===== config.mk =====
export PLATFORM = sky130hd
export DESIGN_NAME = pwm_multi
export DESIGN_NICKNAME = d
export VERILOG_FILES = /design/src/rtl/pwm_multi.sv
export SDC_FILE = /design/constraint.sdc
export NUM_CORES = 1
export LEC_CHECK = 0
export BUFFER_PORTS_ARGS = -buffer_cell sky130_fd_sc_hd__buf_4
export CORE_MARGIN = 3
export CORE_UTILIZATION = 35
export DETAILED_ROUTE_END_ITERATION = 12
export PLACE_DENSITY_LB_ADDON = 0.3
export SYNTH_ARGS = -nofsm -noshare
export SYNTH_HDL_FRONTEND = slang
export SYNTH_SLANG_ARGS = --single-unit

===== constraint.sdc =====
create_clock -name refClock -period 3.44 [get_ports refClock]
set_input_delay 0.688 -clock refClock [delete_from_list [all_inputs] [get_ports refClock]]
set_output_delay 0.688 -clock refClock [all_outputs]
set_load 0.01 [all_outputs]

===== src/rtl/pwm_multi.sv =====
// Multi-channel PWM with a shared period counter, edge- or center-aligned counting,
// and double-buffered period/duty registers that load together at the period boundary.
module pwm_multi #(
  parameter int CHANNELS  = 4,
  parameter int CNT_WIDTH = 16,
  parameter int SEL_WIDTH = 5
) (
  input  logic                 refClock,
  input  logic                 reset,
  input  logic                 enable,
  input  logic                 centerMode,
  input  logic                 wrEn,
  input  logic [SEL_WIDTH-1:0] wrSel,
  input  logic [CNT_WIDTH-1:0] wrData,
  output logic [CHANNELS-1:0]  pwmOut,
  output logic                 updateEvent,
  output logic [CNT_WIDTH-1:0] counterOut
);

  logic [CNT_WIDTH-1:0] counter;
  logic [CNT_WIDTH-1:0] period_sh;
  logic [CNT_WIDTH-1:0] period_act;
  logic [CNT_WIDTH-1:0] duty_sh  [CHANNELS];
  logic [CNT_WIDTH-1:0] duty_act [CHANNELS];
  logic                 dir_down;
  logic                 mode_act;
  logic                 center_eff;
  logic                 terminal;
  logic [CHANNELS-1:0]  cmp;

  // A zero period in center mode degenerates to edge behaviour.
  always_comb begin
    center_eff = mode_act && (period_act != '0);
  end

  // With P == 1 the single up-count cycle at the top is also the last cycle of the period.
  always_comb begin
    if (center_eff) begin
      terminal = (counter == CNT_WIDTH'(1)) && (dir_down || (counter == period_act));
    end else begin
      terminal = (counter == period_act);
    end
  end

  always_comb begin
    cmp = '0;
    for (int i = 0; i < CHANNELS; i++) begin
      cmp[i] = (counter < duty_act[i]);
    end
  end

  always_ff @(posedge refClock) begin
    if (reset) begin
      period_sh <= '0;
      for (int i = 0; i < CHANNELS; i++) begin
        duty_sh[i] <= '0;
      end
    end else if (wrEn) begin
      if (wrSel == '0) begin
        period_sh <= wrData;
      end
      for (int i = 0; i < CHANNELS; i++) begin
        if (wrSel == SEL_WIDTH'(i + 1)) begin
          duty_sh[i] <= wrData;
        end
      end
    end
  end

  // Active registers take the pre-write shadow values, so a write on the update edge waits a period.
  always_ff @(posedge refClock) begin
    if (reset) begin
      counter     <= '0;
      dir_down    <= 1'b0;
      period_act  <= '0;
      mode_act    <= 1'b0;
      pwmOut      <= '0;
      updateEvent <= 1'b0;
      for (int i = 0; i < CHANNELS; i++) begin
        duty_act[i] <= '0;
      end
    end else if (!enable) begin
      counter     <= '0;
      dir_down    <= 1'b0;
      period_act  <= period_sh;
      mode_act    <= centerMode;
      pwmOut      <= '0;
      updateEvent <= 1'b0;
      for (int i = 0; i < CHANNELS; i++) begin
        duty_act[i] <= duty_sh[i];
      end
    end else begin
      pwmOut <= cmp;
      if (terminal) begin
        counter     <= '0;
        dir_down    <= 1'b0;
        period_act  <= period_sh;
        mode_act    <= centerMode;
        updateEvent <= 1'b1;
        for (int i = 0; i < CHANNELS; i++) begin
          duty_act[i] <= duty_sh[i];
        end
      end else begin
        updateEvent <= 1'b0;
        if (center_eff && dir_down) begin
          counter <= counter - CNT_WIDTH'(1);
        end else if (center_eff && (counter == period_act)) begin
          dir_down <= 1'b1;
          counter  <= counter - CNT_WIDTH'(1);
        end else begin
          counter <= counter + CNT_WIDTH'(1);
        end
      end
    end
  end

  assign counterOut = counter;

endmodule


After elaboration in Yosys (flattened, before gate mapping)
Memory sizes are Yosys's and may differ from the RTL's.
Index checks and enable logic that the tools add are counted.
{"block": "classes", "n_reduce_logical": 11, "muxes": 44, "eq_ne": 7, "addsub": 2, "n_lt_le_gt_ge": 4, "n_bitwise": 14}
{"cell": "2-to-1 mux 16 bit", "n": 16}
{"cell": "< comparator 16 bit", "n": 4}
{"cell": "2-to-1 mux 1 bit", "n": 28}
{"cell": "adder 16 x 1 -> 16 bit (second input constant)", "n": 1}
{"cell": "== test 16 x 1 -> 1 bit (second input constant)", "n": 1}
{"cell": "== test 16 bit", "n": 1}
{"cell": "nonzero test 16 bit", "n": 1}
{"cell": "subtractor 16 x 1 -> 16 bit (second input constant)", "n": 1}
{"cell": "bitwise OR 1 bit", "n": 12}
{"cell": "== test 5 x 2 -> 1 bit (second input constant)", "n": 2}
{"cell": "== test 5 x 1 -> 1 bit (second input constant)", "n": 1}
{"cell": "== test 5 x 3 -> 1 bit (second input constant)", "n": 1}
{"cell": "zero test 5 bit", "n": 1}
{"cell": "logical AND 1 bit", "n": 4}
{"cell": "AND reduction 2 bit", "n": 2}
{"cell": "OR reduction 3 bit", "n": 1}
{"cell": "!= test 2 x 1 -> 1 bit (second input constant)", "n": 1}
{"cell": "inverter 1 bit", "n": 2}
{"cell": "OR reduction 2 bit", "n": 1}
{"cell": "logical OR 1 bit", "n": 1}
{"block": "totals", "ff_bits": 55, "in_bits": 26, "out_inout_bits": 21, "mem_bits_rw": 128, "memories": 2}
{"memory": "duty_act", "depth": 4, "width": 16, "read_ports": 4, "rd_clocked_by_memory_dff": 0, "write_ports": 4, "line_no": "24", "rtl": "logic [CNT_WIDTH-1:0] duty_act [CHANNELS];"}
{"memory": "duty_sh", "depth": 4, "width": 16, "read_ports": 4, "rd_clocked_by_memory_dff": 0, "write_ports": 4, "line_no": "23", "rtl": "logic [CNT_WIDTH-1:0] duty_sh [CHANNELS];"}

Longest topological paths before layout
Gate-level depths: netlist of the first run.
{"block": "logic_depth", "ltp_word": 9, "depth_mapped": 9}

Least setup slack after synthesis of the first run
OpenSTA, ideal clock, no wires.
{"block": "synth_timing", "path_kind": "register to register", "startpoint": "reg counter[10], in the netlist counterOut[10]", "endpoint": "mem duty_act[0][0] (enable)", "t_arrival_ns": 2.780, "path_slack_ns": 0.273, "synth_period_minus_slack_ns": 3.167, "required_time_ns": 3.053, "stages_incl_launch_ff": 9, "setup_time_ns": 0.387, "cell_sequence": "dfxtp_1 -> clkbuf_1 -> xnor2_1 -> nand4_1 -> or4_1 -> a21o_1 -> buf_4 -> buf_2 -> inv_1"}
{"item": "start, declared", "line_no": "20", "rtl": "logic [CNT_WIDTH-1:0] counter;"}
{"item": "start signal, assigned", "line_no": "106", "rtl": "counter <= counter - CNT_WIDTH'(1);"}
{"item": "start signal, assigned", "line_no": "109", "rtl": "counter <= counter - CNT_WIDTH'(1);"}
{"item": "start signal, assigned", "line_no": "111", "rtl": "counter <= counter + CNT_WIDTH'(1);"}
{"item": "end, declared", "line_no": "24"}

==> results_tabular.tex, run 1 <==
\begin{tabular}{lr}
\hline
Metric & Value \\
\hline
\multicolumn{2}{l}{\textbf{CTS}} \\
\quad Number of sinks driven by the clock tree & roughly 180 \\
\quad Reg clk slew, reported paths & 70 ps \\
\quad CTS tree & yes \\
\quad Clock insertion delay at the later pin of the skew report & about 430 ps \\
\quad Depth of the CTS H-tree & 4 \\
\quad Quantity of hold-fixing buffers added after cts & 0 \\
\quad Root buffer selected by CTS & sky130\_fd\_sc\_hd\_\_clkbuf\_16 \\
\quad \# Post-CTS Setup Buffers & 0 \\
\quad Cts bufs inserted & 17 \\
\quad Clk buf depth & 2 \\
\quad \# resized after CTS & 0 \\
\multicolumn{2}{l}{\textbf{Power and ir drop}} \\
\quad Power per Cell Area & around 460 mW/mm\^{}2 \\
\quad Leakage power total & $\sim$4.4 nW \\
\quad Peak ir drop on the vdd network & between 0.0003 and 0.0004 V \\
\multicolumn{2}{l}{\textbf{Cells and area}} \\
\quad Layout net count & 943 \\
\quad Synthesis-to-finish area growth & 15.7\% \\
\quad Share of layout cells above drive strength 1 & around an eighth \\
\quad Total non-filler cell area in the finished layout & a little over 0.01 sq mm \\
\quad \# diodes & 0 \\
\quad Sequential cell area & a little under 0.005 sq mm \\
\quad Fill count & about 2400 \\
\quad Multi-input combinational cell area & around 0.0035 sq mm \\
\multicolumn{2}{l}{\textbf{Routing}} \\
\quad Vias post-DR & 5789 \\
\quad Routed via count divided by cell count & $\sim$4.9 \\
\quad Length of the first detailed-routing pass in iterations & 5 \\
\quad Final routed wire length divided by cell count & between 15 and 20 microns \\
\quad DRC marker count from the first detailed-route iteration & $\sim$500 \\
\quad Total Routed Length & a little over 20 mm \\
\quad Antenna violation net count after detailed routing & 0 \\
\quad Post-detailed-route DRC marker count & 0 \\
\multicolumn{2}{l}{\textbf{Timing}} \\
\quad Slew at the pin closest to its max-slew limit & around 720 ps \\
\quad Timing-limited maximum frequency & approximately 0.35 GHz \\
\quad Min Clock Period, post-route & around 2800 ps \\
\quad Part of the cycle the worst path needs & 82.4\% \\
\quad RSZ-0062 raised after global routing & false \\
\quad Endpoints failing hold & 0 \\
\quad Worst-case hold slack & 460 ps \\
\quad Slew Viols, Final & 0 \\
\quad Aggregate negative setup slack & 0 ps \\
\quad Final clock skew & slightly below 8 ps \\
\quad Setup violation total in the final timing report & 0 \\
\quad Slew HR & between 50\% and 60\% \\
\quad Setup slack after layout & around 610 ps \\
\multicolumn{2}{l}{\textbf{GRT}} \\
\quad Via count of the first global-routing pass & 5659 \\
\quad Gr ovfl total & 0 \\
\quad Pin count of the biggest net entering global routing & just under 50 \\
\quad GR Util All Layers & approximately 16\% \\
\quad Number of antenna violations at the first check in global routing & 1 \\
\quad Global-route wire length before repair & around 32 mm \\
\multicolumn{2}{l}{\textbf{Critical path}} \\
\quad Crit path required time & between 3000 and 4000 ps \\
\quad Reg2Reg Launch Point & period\_act[10] \\
\quad Crit path from & period\_act[10] \\
\quad Endpoint arrival time on the critical path & around 2900 ps \\
\quad Kind of end point of the critical path & flip-flop \\
\quad Crit start category & flip-flop \\
\quad WS Path Type & flip-flop to flip-flop \\
\quad Worst-path fanout max & 29 \\
\multicolumn{2}{l}{\textbf{Logic synthesis}} \\
\quad Post-synthesis cell type with the largest combined area & sky130\_fd\_sc\_hd\_\_edfxtp\_1 \\
\quad Synth Register Bits & $\sim$180 \\
\quad Mean cell area of the mapped netlist & 11.2 sq um \\
\quad Total of warnings raised by yosys & 0 \\
\quad Primary FF master, synth & sky130\_fd\_sc\_hd\_\_edfxtp\_1 \\
\quad Post-synth EDFFs & about 130 \\
\quad Number of nets in the synthesized netlist & about 900 \\
\quad Async set-reset flop share out of synthesis & 0\% \\
\quad Area of the mapped netlist & a little under 0.009 sq mm \\
\quad Post-synthesis sequential area ratio & between 50 and 60\% \\
\quad Cells after Synth & 790 \\
\quad Share of the synthesized area in the top cell type & between 40\% and 50\% \\
\quad Top area cells in the synthesized netlist & sky130\_fd\_sc\_hd\_\_edfxtp\_1 (43\%), sky130\_fd\_sc\_hd\_\_dfxtp\_1 (12\%), sky130\_fd\_sc\_hd\_\_and2\_1 (9.0\%) \\
\quad Cell variety after synth & 46 \\
\multicolumn{2}{l}{\textbf{Floorplan}} \\
\quad Number of cell rows & 57 \\
\quad Core ar. & between 0.02 and 0.025 sq mm \\
\quad Die area & 0.0273 sq mm \\
\quad IO Count & 47 \\
\quad Die width & about 170 microns \\
\quad Starting density of the core & between 30\% and 40\% \\
\quad Die height & approximately 170 microns \\
\multicolumn{2}{l}{\textbf{Placed design}} \\
\quad Total half-perimeter wirelength after legalization and detailed placement & $\sim$14 mm \\
\quad Port Buf Inserts & 46 \\
\quad Final weighted congestion of routability-driven global placement & roughly 0.80 \\
\quad Post-place setup slack & $\sim$600 ps \\
\quad Instance area after placement & approximately 0.0097 sq mm \\
\multicolumn{2}{l}{\textbf{Status}} \\
\quad Result of the run & complete, no violations \\
\multicolumn{2}{l}{\textbf{Hold path}} \\
\quad Hold/Removal Path Class & flip-flop to flip-flop \\
\quad Startpoint of the tightest hold check path & period\_sh[6] \\
\multicolumn{2}{l}{\textbf{Flow run}} \\
\quad Maxcap violations & 0 \\
\hline
\end{tabular}
## cells by family (layout without fill, tap and decap cells)
kind of cell	Yosys count	in the layout	synth area share, %
xor+xnor	17	17	1.68
simple gates	288	288	18.2
mux	4	4	0.451
compound gates	130	130	10.4
flops	183	183	55.7
fa+ha+maj	63	63	8.88
buf+inv	105	182	4.67
## synthesized netlist by cell type (all sizes together) (9+ instances only)
library cell  count
ha               63
edfxtp          128
nand2            50
nand3            23
nand4            13
a22o             17
o21ai            16
nand2b           12
nor2             14
xnor2            17
and2            128
inv              73
buf              14
clkbuf           18
nor3b             9
a21o             34
dfxtp            55
a21oi            41
nor3             19
## worst max-delay path: stages (launching register included)
cell and delay (ps):
sky130_fd_sc_hd__dfxtp_1 330, sky130_fd_sc_hd__or4_1 590, sky130_fd_sc_hd__o41a_1 630, sky130_fd_sc_hd__o311a_1 220
sky130_fd_sc_hd__a21o_1 220, sky130_fd_sc_hd__inv_2 470
## through the flow
stage / instances / power (mW) / util [%]
after CTS: 1191 / 4.78 / 41.7
after global routing: 1191 / 4.93 / 41.7
after detailed placement: 1159 / 2.93 / 39.5
final: 1191 / 4.73 / 41.7
after floorplan: 790 / 2.78 / -
after global placement: 1159 / 2.92 / 39.5
## power breakdown
group          internal, mW  total (mW)  leakage [nW]  switching (mW)
Sequential             2.48        2.51          1.79          0.0308
Combinational         0.141       0.356          2.29           0.215
Clock                 0.999        1.86         0.265           0.860
## cell usage in the layout, fill, tap and decap left out, types with 3 or more instances in the layout
cell type and instances:
sky130_fd_sc_hd__clkinvlp_4 3, sky130_fd_sc_hd__or4_1 8, sky130_fd_sc_hd__nor3_1 19, sky130_fd_sc_hd__a211oi_1 4, sky130_fd_sc_hd__inv_1 72, sky130_fd_sc_hd__dfxtp_1 55, sky130_fd_sc_hd__nand2_1 50, sky130_fd_sc_hd__or3_1 3
sky130_fd_sc_hd__a21o_1 34, sky130_fd_sc_hd__and3_1 4, sky130_fd_sc_hd__nor3b_1 9, sky130_fd_sc_hd__nand3_1 23, sky130_fd_sc_hd__xnor2_1 17, sky130_fd_sc_hd__buf_4 77, sky130_fd_sc_hd__clkinv_2 3, sky130_fd_sc_hd__a22o_1 17
sky130_fd_sc_hd__clkbuf_16 17, sky130_fd_sc_hd__and2_1 128, sky130_fd_sc_hd__mux2i_1 4, sky130_fd_sc_hd__a21oi_1 40, sky130_fd_sc_hd__o21ai_0 16, sky130_fd_sc_hd__nand2b_1 12, sky130_fd_sc_hd__ha_1 63, sky130_fd_sc_hd__inv_6 4
sky130_fd_sc_hd__edfxtp_1 128, sky130_fd_sc_hd__nor2_1 14, sky130_fd_sc_hd__nand4_1 13
## path summary, 6_finish.rpt
kind | end | slack [ps] | cells past startpoint
max | duty_act[1][3] | 610 | 5
min | period_sh[6] | 460 | 2
max reg2reg | duty_act[1][3] | 610 | 5
min reg2reg | period_sh[6] | 460 | 2
## flip-flops by register name (all words and copies together) (netlist names)
signal / flops
counterOut: 16
dir_down: 1
duty_act: 64
duty_sh: 64
mode_act: 1
period_act: 16
period_sh: 16
pwmOut: 4
updateEvent: 1
## layer usage
metal | GRT usage (%) | part of all wire, % | vias up | routed length [microns]
met5 | 0 | 0 | - | 0
met4 | 4.69 | 1.3 | 0 | 269
met3 | 2.94 | 4.1 | 12 | 838
met2 | 24.6 | 46 | 112 | 9420
met1 | 21.9 | 48 | 2759 | 9740
li1 | - | - | 2906 | -
## final cells by class
cell class | instances | area share, %
well taps | 324 | 3.95
multi-input cells | 502 | 34.2
flip-flops and latches | 183 | 48.1
clock buffers | 17 | 4.14
inverters | 73 | 2.67
repair buffers | 77 | 5.63
clock inverters | 15 | 1.24
Power figures use the tool's default switching activity.
==> inputs of run 2 (changes only) <==
==> constraint.sdc (replaced) <==
create_clock -name refClock -period 2.31 [get_ports refClock]
set_input_delay 0.462 -clock refClock [delete_from_list [all_inputs] [get_ports refClock]]
set_output_delay 0.462 -clock refClock [all_outputs]
set_load 0.01 [all_outputs]
==> run 2 against run 1 <==
Final area up 7.8%; wire length increased by 2.9%; the flow now finishes with violations (negative setup slack); sequential power is 49% higher; clock-buffer cell count grew 2; flip-flop and latch count did not move; non-clock buffer count is 59 higher; worst hold slack got worse by 200 ps; via count is 3.8% higher; first-iteration DRC count is 17% lower; final cell count is 5.0% higher; fmax rose by 15%.
==> results_tabular.tex, run 2 (same netlist as run 1, synthesis figures left out) <==
\begin{tabular}{lr}
\hline
Metric & Value \\
\hline
\multicolumn{2}{l}{\textbf{Timing}} \\
\quad Aggregate negative setup slack & -9980 ps \\
\quad Final clock skew & 13.2 ps \\
\quad Slew Viols, Final & 0 \\
\quad Endpoints failing hold & 0 \\
\quad Worst-case hold slack & 264 ps \\
\quad Min Clock Period, post-route & around 2500 ps \\
\quad Timing-limited maximum frequency & just over 0.4 GHz \\
\quad Setup slack after layout & -144 ps \\
\quad Setup violation total in the final timing report & 116 \\
\quad Slew HR & between 40\% and 50\% \\
\quad Slew at the pin closest to its max-slew limit & between 800 and 900 ps \\
\quad RSZ-0062 raised after global routing & true \\
\quad Part of the cycle the worst path needs & 106\% \\
\multicolumn{2}{l}{\textbf{Placed design}} \\
\quad Final weighted congestion of routability-driven global placement & about 0.83 \\
\quad Port Buf Inserts & 46 \\
\quad Total half-perimeter wirelength after legalization and detailed placement & 14.7 mm \\
\quad Post-Place Cells & between 1000 and 1500 \\
\multicolumn{2}{l}{\textbf{Power and ir drop}} \\
\quad Post-layout power & 7.30 mW \\
\quad Peak ir drop on the vdd network & about 0.00040 V \\
\quad Power per Cell Area & around 660 mW/mm\^{}2 \\
\quad Leakage power total & 4.80 nW \\
\multicolumn{2}{l}{\textbf{Routing}} \\
\quad DRC marker count from the first detailed-route iteration & between 400 and 500 \\
\quad Length of the first detailed-routing pass in iterations & 4 \\
\quad Post-detailed-route DRC marker count & 0 \\
\quad Routed via count divided by cell count & 4.81 \\
\quad Final routed wire length divided by cell count & $\sim$17 microns \\
\quad Total Routed Length & 20.9 mm \\
\quad Vias post-DR & 6007 \\
\quad Antenna violation net count after detailed routing & 0 \\
\multicolumn{2}{l}{\textbf{Critical path}} \\
\quad Kind of end point of the critical path & flip-flop \\
\quad Worst-path fanout max & 18 \\
\quad WS Path Type & flip-flop to flip-flop \\
\quad Crit path required time & between 2000 and 2500 ps \\
\quad Crit start category & flip-flop \\
\quad Endpoint arrival time on the critical path & roughly 2600 ps \\
\multicolumn{2}{l}{\textbf{Floorplan}} \\
\quad Die width & $\sim$170 microns \\
\quad Die height & around 170 microns \\
\quad Starting density of the core & about 36\% \\
\quad Number of cell rows & 57 \\
\quad Core ar. & around 0.025 sq mm \\
\quad Die area & around 0.027 sq mm \\
\quad IO Count & 47 \\
\multicolumn{2}{l}{\textbf{Cells and area}} \\
\quad Synthesis-to-finish area growth & 24.8\% \\
\quad Non-filler instance count after layout & 1250 \\
\quad Leading cell types in the layout, fill and taps excluded & sky130\_fd\_sc\_hd\_\_edfxtp\_1 (128), sky130\_fd\_sc\_hd\_\_buf\_4 (122), sky130\_fd\_sc\_hd\_\_and2\_1 (106), sky130\_fd\_sc\_hd\_\_inv\_1 (70), sky130\_fd\_sc\_hd\_\_ha\_1 (63) \\
\quad Multi-input combinational cell area & around 0.0037 sq mm \\
\quad Layout net count & around 1000 \\
\quad Share of layout cells above drive strength 1 & 23.4\% \\
\quad Fill count & approximately 2300 \\
\quad Post-layout util & between 40\% and 50\% \\
\quad Sequential cell area & about 0.0050 sq mm \\
\quad Most common library cell in the layout ignoring fill and taps & sky130\_fd\_sc\_hd\_\_edfxtp\_1 \\
\quad Leading registers by flop count & duty\_act x64, duty\_sh x64 \\
\quad \# diodes & 0 \\
\multicolumn{2}{l}{\textbf{GRT}} \\
\quad Number of antenna violations at the first check in global routing & 0 \\
\quad Met1 usage in global routing & 20.9\% \\
\quad Met2 capacity usage during global routing & 25.1\% \\
\quad Global-route wire length before repair & 31.8 mm \\
\quad Global Route met3 Usage & 2.44\% \\
\quad GR Util All Layers & 15.4\% \\
\quad Via count of the first global-routing pass & roughly 5900 \\
\quad Highest-utilization routing layer at the global route stage & met2 \\
\quad Gr ovfl total & 0 \\
\quad Pin count of the biggest net entering global routing & 45 \\
\multicolumn{2}{l}{\textbf{CTS}} \\
\quad Cts bufs inserted & 17 \\
\quad Reg clk slew, reported paths & approximately 70 ps \\
\quad Depth of the CTS H-tree & 4 \\
\quad CTS tree & yes \\
\quad Root buffer selected by CTS & sky130\_fd\_sc\_hd\_\_clkbuf\_16 \\
\quad Clock insertion delay at the later pin of the skew report & 430 ps \\
\quad Clk buf depth & 2 \\
\quad Number of sinks driven by the clock tree & between 150 and 200 \\
\quad Quantity of hold-fixing buffers added after cts & 0 \\
\multicolumn{2}{l}{\textbf{Status}} \\
\quad Violated checks & negative setup slack \\
\quad Result of the run & finished, violations left \\
\multicolumn{2}{l}{\textbf{Flow run}} \\
\quad Maxcap violations & 0 \\
\multicolumn{2}{l}{\textbf{Hold path}} \\
\quad Hold/Removal Path Class & primary input to flip-flop \\
\hline
\end{tabular}
## run 2: changes by cell type in the layout (fill, tap and decap cells not counted), moves of 4 or more
cell                      before  now
sky130_fd_sc_hd__buf_4        77  122
sky130_fd_sc_hd__and2_1      128  106
sky130_fd_sc_hd__or4_1         8    4
sky130_fd_sc_hd__buf_6         0    5
sky130_fd_sc_hd__buf_12        0    7
sky130_fd_sc_hd__or4_4         0    4
sky130_fd_sc_hd__dfxtp_2       0    7
sky130_fd_sc_hd__and2_4        0   22
sky130_fd_sc_hd__dfxtp_1      55   48
## run 2: critical path, cell delays in order, from the launching register on
cell                        delay, ps
sky130_fd_sc_hd__dfxtp_2          340
sky130_fd_sc_hd__or4_4            540
sky130_fd_sc_hd__o41a_1           510
sky130_fd_sc_hd__nand2_2          120
sky130_fd_sc_hd__o2bb2ai_4        140
sky130_fd_sc_hd__a21oi_4           90
sky130_fd_sc_hd__buf_12           150
sky130_fd_sc_hd__clkbuf_16        170
sky130_fd_sc_hd__and2_1           150
## run 2: metal layers
layer	up-vias	wire [microns]	share of wire (%)
li1	3029	-	-
met5	-	0	0
met2	97	9920	48
met1	2861	9840	47
met3	20	846	4.1
met4	0	258	1.2
## run 2: worst paths after layout
path                                     start              end  slack (ps)  depth (start not counted)
worst min-delay path                centerMode         mode_act         260                          2
worst min register to register    period_sh[0]     period_sh[0]         460                          2
worst max-delay path            period_act[15]  duty_act[3][12]        -140                          8
worst max register to register  period_act[15]  duty_act[3][12]        -140                          8
## run 2: cell type report
type | count | share of cell area (%)
clock buffer | 19 | 3.91
clock inverter | 13 | 1.31
inverter | 73 | 2.53
multi-input combinational | 502 | 33.4
sequential | 183 | 44.7
tap | 324 | 3.66
timing repair buffer | 136 | 10.5
## run 2: report_power, final
part	internal (mW)	switching, mW
clock	1.61	1.29
sequential	3.70	0.0466
combinational	0.301	0.343
## run 2: what timing repair did
| action | in CTS | in global routing |
|---|---|---|
| pin swaps | 2 | 21 |
| resized for setup | 16 | 37 |
| buffers inserted | 1 | 3 |
| cloned | 0 | 3 |
| setup endpoints to repair | 143 | 160 |
## run 2: per-stage QoR
stage          area, sq um  setup WS [ps]
4_1_cts              10900          -4.93
6_report             11100           -144
3_3_place_gp         10200          -74.2
3_5_place_dp         10200          -83.7
2_1_floorplan         8920           -358
5_1_grt              11100           -192
